**config.mk**
```make
export PLATFORM = sky130hd
export DESIGN_NAME = audio_stream_mixer
export DESIGN_NICKNAME = d
export VERILOG_FILES = /design/src/rtl/audio_stream_mixer.sv
export SDC_FILE = /design/constraint.sdc
export NUM_CORES = 1
export LEC_CHECK = 0
export ABC_AREA = 1
export BUFFER_PORTS_ARGS = -buffer_cell sky130_fd_sc_hd__clkbuf_2
export CORE_MARGIN = 5
export CORE_UTILIZATION = 55
export CTS_BUF_LIST = sky130_fd_sc_hd__clkbuf_16
export DETAILED_ROUTE_END_ITERATION = 6
export PLACE_DENSITY = 0.75
export SKIP_LAST_GASP = 1
export SYNTH_ARGS = -nofsm -noshare
export SYNTH_HDL_FRONTEND = slang
export SYNTH_SLANG_ARGS = --single-unit
```
**constraint.sdc**
```tcl
create_clock -name CLOCK_50 -period 6.55 [get_ports CLOCK_50]
set_clock_uncertainty 0.05 [all_clocks]
set_input_delay 0.655 -clock CLOCK_50 [delete_from_list [all_inputs] [get_ports CLOCK_50]]
set_output_delay 0.655 -clock CLOCK_50 [all_outputs]
set_load 0.01 [all_outputs]
```
**src/rtl/audio_stream_mixer.sv**
```systemverilog
// Multi-voice gain/route/mute mixer with a stereo frame FIFO feeding the Audio_Controller write handshake.
// Define AUDIO_MIX_SAT_EN to clamp out-of-range mixes; otherwise the result wraps.

module audio_mix_lane #(
  parameter int SAMPLE_W = 16
) (
  input  logic                CLOCK_50,
  input  logic                reset,
  input  logic [SAMPLE_W-1:0] data,
  input  logic                valid,
  input  logic                enable,
  input  logic                clear,
  output logic                ready,
  output logic                captured,
  output logic                cap_next,
  output logic [SAMPLE_W-1:0] hold
);
  assign ready    = enable & ~captured;
  assign cap_next = captured | (valid & ready);

  always_ff @(posedge CLOCK_50) begin
    if (reset) begin
      captured <= 1'b0;
      hold     <= '0;
    end else if (clear) begin
      captured <= 1'b0;
    end else if (valid && ready) begin
      captured <= 1'b1;
      hold     <= data;
    end
  end
endmodule

module audio_stream_mixer #(
  parameter int NUM_CH     = 4,
  parameter int SAMPLE_W   = 16,
  parameter int OUT_W      = 32,
  parameter int FIFO_DEPTH = 8
) (
  input  logic                          CLOCK_50,
  input  logic                          reset,
  input  logic [NUM_CH*SAMPLE_W-1:0]    ch_data,
  input  logic [NUM_CH-1:0]             ch_valid,
  output logic [NUM_CH-1:0]             ch_ready,
  input  logic [NUM_CH*8-1:0]           ch_gain,
  input  logic [NUM_CH-1:0]             ch_mute,
  input  logic [NUM_CH-1:0]             ch_left_en,
  input  logic [NUM_CH-1:0]             ch_right_en,
  input  logic                          audio_out_allowed,
  output logic                          write_audio_out,
  output logic [OUT_W-1:0]              left_channel_audio_out,
  output logic [OUT_W-1:0]              right_channel_audio_out,
  output logic [$clog2(FIFO_DEPTH):0]   fifo_level,
  output logic [7:0]                    underrun_cnt
);
  localparam int TERM_W = SAMPLE_W + 9;
  localparam int ACC_W  = SAMPLE_W + 9 + $clog2(NUM_CH);
  localparam int IDX_W  = (NUM_CH > 1) ? $clog2(NUM_CH) : 1;
  localparam int PTR_W  = $clog2(FIFO_DEPTH);
  localparam int LVL_W  = PTR_W + 1;
  localparam logic [IDX_W-1:0] LAST_IDX = IDX_W'(NUM_CH - 1);

  typedef enum logic [1:0] {S_GATHER, S_MIX, S_PUSH} state_t;
  state_t state, state_nxt;

  logic [NUM_CH-1:0]               cap_q, cap_nxt;
  logic [NUM_CH-1:0][SAMPLE_W-1:0] hold_q;
  logic                            fifo_full, fifo_empty, gather_en;
  logic                            push, pop;

  assign gather_en = ~reset & (state == S_GATHER) & ~fifo_full;

  // Per-voice capture: hold register plus captured flag
  for (genvar i = 0; i < NUM_CH; i++) begin : g_lane
    audio_mix_lane #(.SAMPLE_W(SAMPLE_W)) u_lane (
      .CLOCK_50 (CLOCK_50),
      .reset    (reset),
      .data     (ch_data[i*SAMPLE_W +: SAMPLE_W]),
      .valid    (ch_valid[i]),
      .enable   (gather_en),
      .clear    (state == S_PUSH),
      .ready    (ch_ready[i]),
      .captured (cap_q[i]),
      .cap_next (cap_nxt[i]),
      .hold     (hold_q[i])
    );
  end

  logic [IDX_W-1:0] mix_idx;

  always_ff @(posedge CLOCK_50) begin
    if (reset) state <= S_GATHER;
    else       state <= state_nxt;
  end

  always_comb begin
    state_nxt = state;
    case (state)
      S_GATHER: if (&cap_nxt) state_nxt = S_MIX;
      S_MIX:    if (mix_idx == LAST_IDX) state_nxt = S_PUSH;
      S_PUSH:   state_nxt = S_GATHER;
      default:  state_nxt = S_GATHER;
    endcase
  end

  // Controls are picked for the channel being mixed this cycle
  logic signed [SAMPLE_W-1:0] hold_k;
  logic [7:0]                 gain_k;
  logic                       mute_k, len_k, ren_k;
  logic signed [TERM_W-1:0]   term;

  always_comb begin
    hold_k = '0;
    gain_k = '0;
    mute_k = 1'b0;
    len_k  = 1'b0;
    ren_k  = 1'b0;
    for (int i = 0; i < NUM_CH; i++) begin
      if (mix_idx == IDX_W'(i)) begin
        hold_k = $signed(hold_q[i]);
        gain_k = ch_gain[i*8 +: 8];
        mute_k = ch_mute[i];
        len_k  = ch_left_en[i];
        ren_k  = ch_right_en[i];
      end
    end
    term = '0;
    if (!mute_k) term = hold_k * $signed({1'b0, gain_k});
  end

  logic signed [ACC_W-1:0] acc_l, acc_r;

  always_ff @(posedge CLOCK_50) begin
    if (reset) begin
      acc_l   <= '0;
      acc_r   <= '0;
      mix_idx <= '0;
    end else begin
      case (state)
        S_GATHER: if (state_nxt == S_MIX) begin
          acc_l   <= '0;
          acc_r   <= '0;
          mix_idx <= '0;
        end
        S_MIX: begin
          if (len_k) acc_l <= acc_l + ACC_W'(term);
          if (ren_k) acc_r <= acc_r + ACC_W'(term);
          mix_idx <= mix_idx + 1'b1;
        end
        default: mix_idx <= '0;
      endcase
    end
  end

`ifdef AUDIO_MIX_SAT_EN
  localparam logic signed [ACC_W-1:0] SMAX = {{(ACC_W-SAMPLE_W+1){1'b0}}, {(SAMPLE_W-1){1'b1}}};
  localparam logic signed [ACC_W-1:0] SMIN = ~SMAX;
`endif

  // Undo the 128 = unity gain scaling, then fit the sum back into SAMPLE_W
  function automatic logic [SAMPLE_W-1:0] reduce(input logic signed [ACC_W-1:0] a);
    logic signed [ACC_W-1:0] s;
    s = a >>> 7;
`ifdef AUDIO_MIX_SAT_EN
    if (s > SMAX)      return SMAX[SAMPLE_W-1:0];
    else if (s < SMIN) return SMIN[SAMPLE_W-1:0];
    else               return s[SAMPLE_W-1:0];
`else
    return s[SAMPLE_W-1:0];
`endif
  endfunction

  // Frame FIFO
  logic [2*SAMPLE_W-1:0] fifo_mem [FIFO_DEPTH];
  logic [PTR_W-1:0]      wr_ptr, rd_ptr;
  logic [LVL_W-1:0]      level;

  assign fifo_full  = (level == LVL_W'(FIFO_DEPTH));
  assign fifo_empty = (level == '0);
  assign push       = (state == S_PUSH);
  assign pop        = audio_out_allowed & ~fifo_empty & ~write_audio_out;
  assign fifo_level = level;

  always_ff @(posedge CLOCK_50) begin
    if (push) fifo_mem[wr_ptr] <= {reduce(acc_l), reduce(acc_r)};
  end

  always_ff @(posedge CLOCK_50) begin
    if (reset) begin
      wr_ptr <= '0;
      rd_ptr <= '0;
      level  <= '0;
    end else begin
      if (push) wr_ptr <= wr_ptr + 1'b1;
      if (pop)  rd_ptr <= rd_ptr + 1'b1;
      case ({push, pop})
        2'b10:   level <= level + 1'b1;
        2'b01:   level <= level - 1'b1;
        default: level <= level;
      endcase
    end
  end

  logic [2*SAMPLE_W-1:0] head;
  logic [OUT_W-1:0]      pad_l, pad_r;

  assign head = fifo_mem[rd_ptr];

  always_comb begin
    pad_l = '0;
    pad_r = '0;
    pad_l[OUT_W-1 -: SAMPLE_W] = head[2*SAMPLE_W-1 -: SAMPLE_W];
    pad_r[OUT_W-1 -: SAMPLE_W] = head[SAMPLE_W-1:0];
  end

  // Strobe is one cycle wide and never back-to-back, giving the controller a cycle to update its flag
  always_ff @(posedge CLOCK_50) begin
    if (reset) begin
      write_audio_out         <= 1'b0;
      left_channel_audio_out  <= '0;
      right_channel_audio_out <= '0;
    end else begin
      write_audio_out <= pop;
      if (pop) begin
        left_channel_audio_out  <= pad_l;
        right_channel_audio_out <= pad_r;
      end
    end
  end

  logic starved;

  always_ff @(posedge CLOCK_50) begin
    if (reset) begin
      starved      <= 1'b0;
      underrun_cnt <= '0;
    end else if (pop) begin
      starved <= 1'b0;
    end else if (audio_out_allowed && fifo_empty && !starved) begin
      starved <= 1'b1;
      if (underrun_cnt != 8'hFF) underrun_cnt <= underrun_cnt + 1'b1;
    end
  end
endmodule

```
Word-level counts from Yosys, hierarchy flattened
Memories as Yosys holds them, arrays and structs flattened. A register that Yosys moved wholly into a read port is not among the register bits.
Index checks and enable logic that the tools add are counted.
- bits in writable memories: 256
- input bits: 115
- register bits after elaboration: 146
- logic and storage cells: 123
- memories kept: 1
- output and inout bits: 81
- bitwise operators: 26
- multipliers: 1
- eq/ne operators: 13
- $add $sub $neg: 8
- reductions and logical operators: 22
- mux-type cells: 34
- memory list (memory ; depth ; width ; read ports ; clocked after Yosys merged registers in ; wr ports ; line ; text):
    fifo_mem ; 8 ; 32 ; 1 ; 1 ; 1 ; 174 ; logic [2*SAMPLE_W-1:0] fifo_mem [FIFO_DEPTH];
- operator list (operator ; number):
    $pmux 27 s2 ; 2
    $mux 27 ; 3
    $mux 16 ; 4
    $add 27x25->27 ; 2
    $mux 8 ; 4
    $mul 16x9->25 ; 1
    $mux 25 ; 1
    $mux 1 ; 14
    $and 1x1->1 ; 12
    $not 1->1 ; 10
    $reduce_and 3->1 ; 3
    $add 8x1->8 const B ; 1
    $eq 2x1->1 const B ; 4
    $eq 2x2->1 const B ; 4
    $ne 8x8->1 const B ; 1
    $pmux 2 s2 ; 2
    $pmux 4 s2 ; 1
    $reduce_and 2->1 ; 4
    $add 3x1->3 const B ; 2
    $logic_and 1x1->1 ; 6
    $mux 2 ; 3
    $add 4x1->4 const B ; 1
    $eq 4x4->1 const B ; 1
    $logic_not 2->1 ; 2
    10 further kinds ; 16

Longest topological paths before layout
- depth in word-level cells: 12
- gate-level depth with buffers: 43

By module
From an unflattened synthesis, not the netlist that was laid out.
- cells, all modules: 2807
- area, all modules: 24922.7 um2
- by module, submodules not included (module ; area each (um2) ; times used ; cells an instance):
    audio_stream_mixer ; 21524.4 ; 1 ; 2355
    audio_mix_lane ; 849.6 ; 4 ; 113

Least setup slack after synthesis
OpenSTA, ideal clock, no wires.
- path type: flip-flop to flip-flop
- start: register mix_idx[0]
- end: register acc_l[22]
- setup time: 0.132 ns
- setup slack: -0.472 ns
- stages on the path, launching flop included: 39
- buffers on the path: 2
- period minus slack after synthesis: 7.022 ns
- arrival: 6.840 ns
- cells stage by stage: dfxtp_1 > inv_1 > ha_1 > inv_2 > buf_2 > buf_1 > nand2_1 > a22oi_1 > inv_1 > nand2_1 > fa_1 > fa_1 > inv_1 > fa_1 > inv_1 > fa_1 > inv_1 > ha_1 > (+3 left out) > nand2_1 > nand2_1 > o211ai_1 > nand2_1 > nand2_1 > a21boi_0 > xor2_1 > nor2_1 > ha_1 > nand2_1 > nor4_1 > nand3_1 > nand3_1 > nand2_1 > nand2_1 > nand3_1 > nand3_1 > a21oi_1
- longest elaborated chain between the ends: 10
- ends and longest elaborated chain (what ; line ; text):
    start: declaration ; 89 ; logic [IDX_W-1:0] mix_idx;
    start signal: assignment ; 148 ; mix_idx <= mix_idx + 1'b1;
    $logic_not 2->1 ; 119 ; if (mix_idx == IDX_W'(i)) begin
    $mux 16 or $mux 8 (tied branches) (4 in a row) ; 119 ;
    $mul 16x9->25 ; 128 ; if (!mute_k) term = hold_k * $signed({1'b0, gain_k});
    $mux 25 ; 128 ;
    $add 27x25->27 ; 146 ; if (len_k) acc_l <= acc_l + ACC_W'(term);
    $mux 27 ; 146 ;
    $pmux 27 s2 ; 139 ; case (state)
    end signal: assignment ; 146 ;
    end: declaration ; 131 ; logic signed [ACC_W-1:0] acc_l, acc_r;
Several ways; a longest one is shown, not always the timed one. The select of a mux whose other input is x is not followed.
A chain may end at the register's enable or synchronous reset.

Worst setup path in the final report
- start: register mix_idx[0]
- end: register acc_l[19]
The elaborated chain is that of the path after synthesis.

==> results by group <==
Setup path
  – Critical Path AT: around 7.6 ns
  – Startpoint Class: register
  – CP max stage delay: 0.57 ns
  – Crit-path leading delay family: adder cells
  – Bufs and invs on worst path: 10
  – WP data required: 7.01 ns
  – Crit Path Category: reg2reg
  – Crit-path max FO: 5
  – CP max stage cell: fa_1
  – CP Capture Type: register
  – Most frequent CP cell: buf_6

GRT
  – Initial antenna violation count: 0
  – Vias in the first global route: 21.34k
  – Overall Global Routing Usage: ~28%
  – First-pass GRT wire length: 107900 um
  – Largest net degree at the start of global routing: 87
  – Grt ovf: 0

Yosys
  – Synth top area share: between 30% and 40%
  – Post-synthesis sequential area ratio: 46.36%
  – Synth unique cells: 54
  – Synthesized instance count: around 2.7k
  – Dominant cells by area after synthesis: edfxtp_1 (32%), dfxtp_1 (14%), fa_1 (8.4%)
  – Post-synth EDFFs: roughly 260
  – Syn avg cell area: roughly 8.9 um2
  – Ys flop type: edfxtp_1
  – Yosys reg bits: ~430
  – Async SR Flop Fraction: 0%
  – Mapped cell area: 0.02392 mm2
  – Post-synth top area cell: edfxtp_1
  – Yosys warns: 0

CTS
  – CTS tree: yes
  – H-tree depth: 2
  – CTS Sinks: 426
  – Clock Tree Root: clkbuf_16
  – TritonCTS Buffers: 44
  – Hold buffers post-CTS: 0
  – Clk_lat worst skew: 0.59 ns
  – Largest buffer count on any clock path: 3
  – Clk slew on worst S/H paths: roughly 0.070 ns

Placement
  – RePlAce Congestion: between 0.9 and 1
  – Number of port buffers: approximately 160
  – DP HPWL: 45340 um
  – Cell Area, Placed: approximately 0.027 mm2

Floorplan
  – # rows: 76
  – Die span in y: ~220 um
  – Io pins: slightly below 200
  – Die X: between 200 and 250 um
  – Core footprint: approximately 0.043 mm2
  – Die ar.: 0.04777 mm2
  – Starting Density: 55.54%

Cells and area
  – Layout cells sized above 1: roughly 29%
  – Antenna cell count: 0
  – Most frequent cells in the layout: nor2_1 (373), nand2_1 (346), buf_4 (305), inv_1 (283), edfxtp_1 (256)
  – Commonest non-fill, non-tap cell in the layout: nor2_1
  – Final #Nets: 3442
  – Area Growth Syn to Fin: 28.32%
  – Final core utilization: between 70% and 80%
  – Final Cell Area: 0.03070 mm2
  – Filler cell count: just over 3k

Timing
  – Final Hold Fails: 0
  – Final Cycle Share: 109.2%
  – Worst-margin pin slew: a little under 0.9 ns
  – Tmin final: about 7.2 ns
  – Setup-failing EPs final: 28
  – RSZ-0062 raised after global routing: yes
  – Final Max Slew Viols: 0
  – Setup WS post-layout: -0.6000 ns
  – Max Fclk: 139.9 MHz
  – Worst slew margin: ~42%

Run status
  – Failing checks: setup timing
  – Status: finished with violations

Route
  – WL per Instance: around 19 um
  – Routed Antenna Nets: 0
  – Drt first pass iters: 6
  – Post-route DRC: 0
  – Final wirelength: just under 70000 um
  – DR iter-0 viols: between 1.5k and 2k
  – Post-DR vias/cell: around 5.7
  – Vias: roughly 21k

Power
  – VDD IR max: 196.9 uV
  – Leakage: between 10 and 15 nW
  – Pwr dens: between 200 and 300 mW/mm2

Flow run
  – Max-cap violation count: 0

Min path
  – Tightest Hold Check Type: in2reg
[power breakdown]
part           internal (W)  switching (W)
Clock               0.00136        0.00108
Sequential          0.00290       0.000100
Combinational       0.00135        0.00177
[synthesized netlist by cell type, drive strengths merged, types with 3 or more instances]
cell type	count
nor2	410
nand2	406
inv	328
o21ai	270
edfxtp	256
dfxtp	170
a21oi	157
fa	100
ha	99
clkbuf	92
nand3	90
o221ai	64
buf	52
a22oi	34
a32o	32
or2	21
nor3	17
nand4	12
a21o	9
nor4	9
a21boi	5
o21a	5
o21bai	5
xor2	5
clkinv	4
nand3b	4
a211oi	3
a22o	3
a31oi	3
o211ai	3
[repair_timing]
| item | CTS | global route |
|---|---|---|
| endpoints found under the setup margin | 31 | 30 |
| buffers inserted | 39 | 30 |
| hold endpoints to repair | 0 | 0 |
| gates cloned | 4 | 0 |
| pin swaps | 118 | 88 |
| resized for setup | 242 | 146 |
[kinds of logic after synthesis]
family / share of synthesized area [%]
and+or+nand+nor: 16.53
AOI/OAI and AO/OA: 15.16
buffers and inverters: 8.138
DFF: 46.36
adders and majority gates: 13.55
xor gates and xnor gates: 0.2563
other: 0.01567
[metal layers]
metal | part of all wire [%] | up-vias | track usage (%)
met5 | 0 | - | 0
met4 | 4.4 | 0 | 11.64
met3 | 6.1 | 238 | 3.989
met2 | 51 | 880 | 50.10
met1 | 38 | 10170 | 33.80
li1 | - | 9903 | -
[final timing paths]
kind	from	to	slack, ns	depth (start not counted)
setup / recovery	mix_idx[0]$_SDFFE_PP0P_	acc_l[19]$_SDFFE_PP0P_	-0.60	39
hold / removal	ch_data[54]	g_lane[3].u_lane.hold[6]$_SDFFE_PP0P_	0.26	3
setup reg to reg	mix_idx[0]$_SDFFE_PP0P_	acc_l[19]$_SDFFE_PP0P_	-0.60	39
hold reg to reg	g_lane[2].u_lane.hold[8]$_SDFFE_PP0P_	g_lane[2].u_lane.hold[8]$_SDFFE_PP0P_	0.40	2
[worst register-to-register path: cells and delay by family, from the launching register on]
kind / cells / cell delay, ns
xor gates and xnor gates: 1 / 0.19
AOI/OAI and AO/OA: 6 / 0.89
DFF: 1 / 0.36
buffers and inverters: 10 / 1.14
and+or+nand+nor: 15 / 1.83
adders and majority gates: 7 / 2.62
[area by class of cell]
cell class / instances / area (um2) / area share [%]
sequential: 426 / 11100 / 36.15
inverter: 332 / 1270 / 4.137
timing repair buffer: 512 / 3737 / 12.17
clock inverter: 36 / 311.5 / 1.015
multi-input combinational: 1812 / 12450 / 40.55
clock buffer: 44 / 1101 / 3.586
tap: 585 / 732.0 / 2.384
[per-stage QoR]
step	power [W]	worst slack [ns]	cells	TNS, ns	hold slack (ns)
6_report	0.008566	-0.6000	3747	-7.400	0.2621
5_1_grt	0.008993	-0.7833	3747	-14.54	0.2794
4_1_cts	0.008287	-0.2476	3720	-2.079	0.2387
3_5_place_dp	0.005493	-1.025	3599	-16.13	0.3940
3_3_place_gp	0.005411	-0.8832	3599	-12.09	0.3889
2_1_floorplan	0.004500	0.004829	2713	0	0.3747
[flip-flops by register name, summed over array words and instances (netlist names)]
name and cells:
acc_r 23, fifo_level 4, left_channel_audio_out 16, g_lane.u_lane.captured 4, fifo_mem 256, acc_l 23
write_audio_out 1, rd_ptr 3, g_lane.u_lane.hold 64, mix_idx 2, underrun_cnt 8, starved 1
state 2, right_channel_audio_out 16, wr_ptr 3
Power figures use the tool's default switching activity.
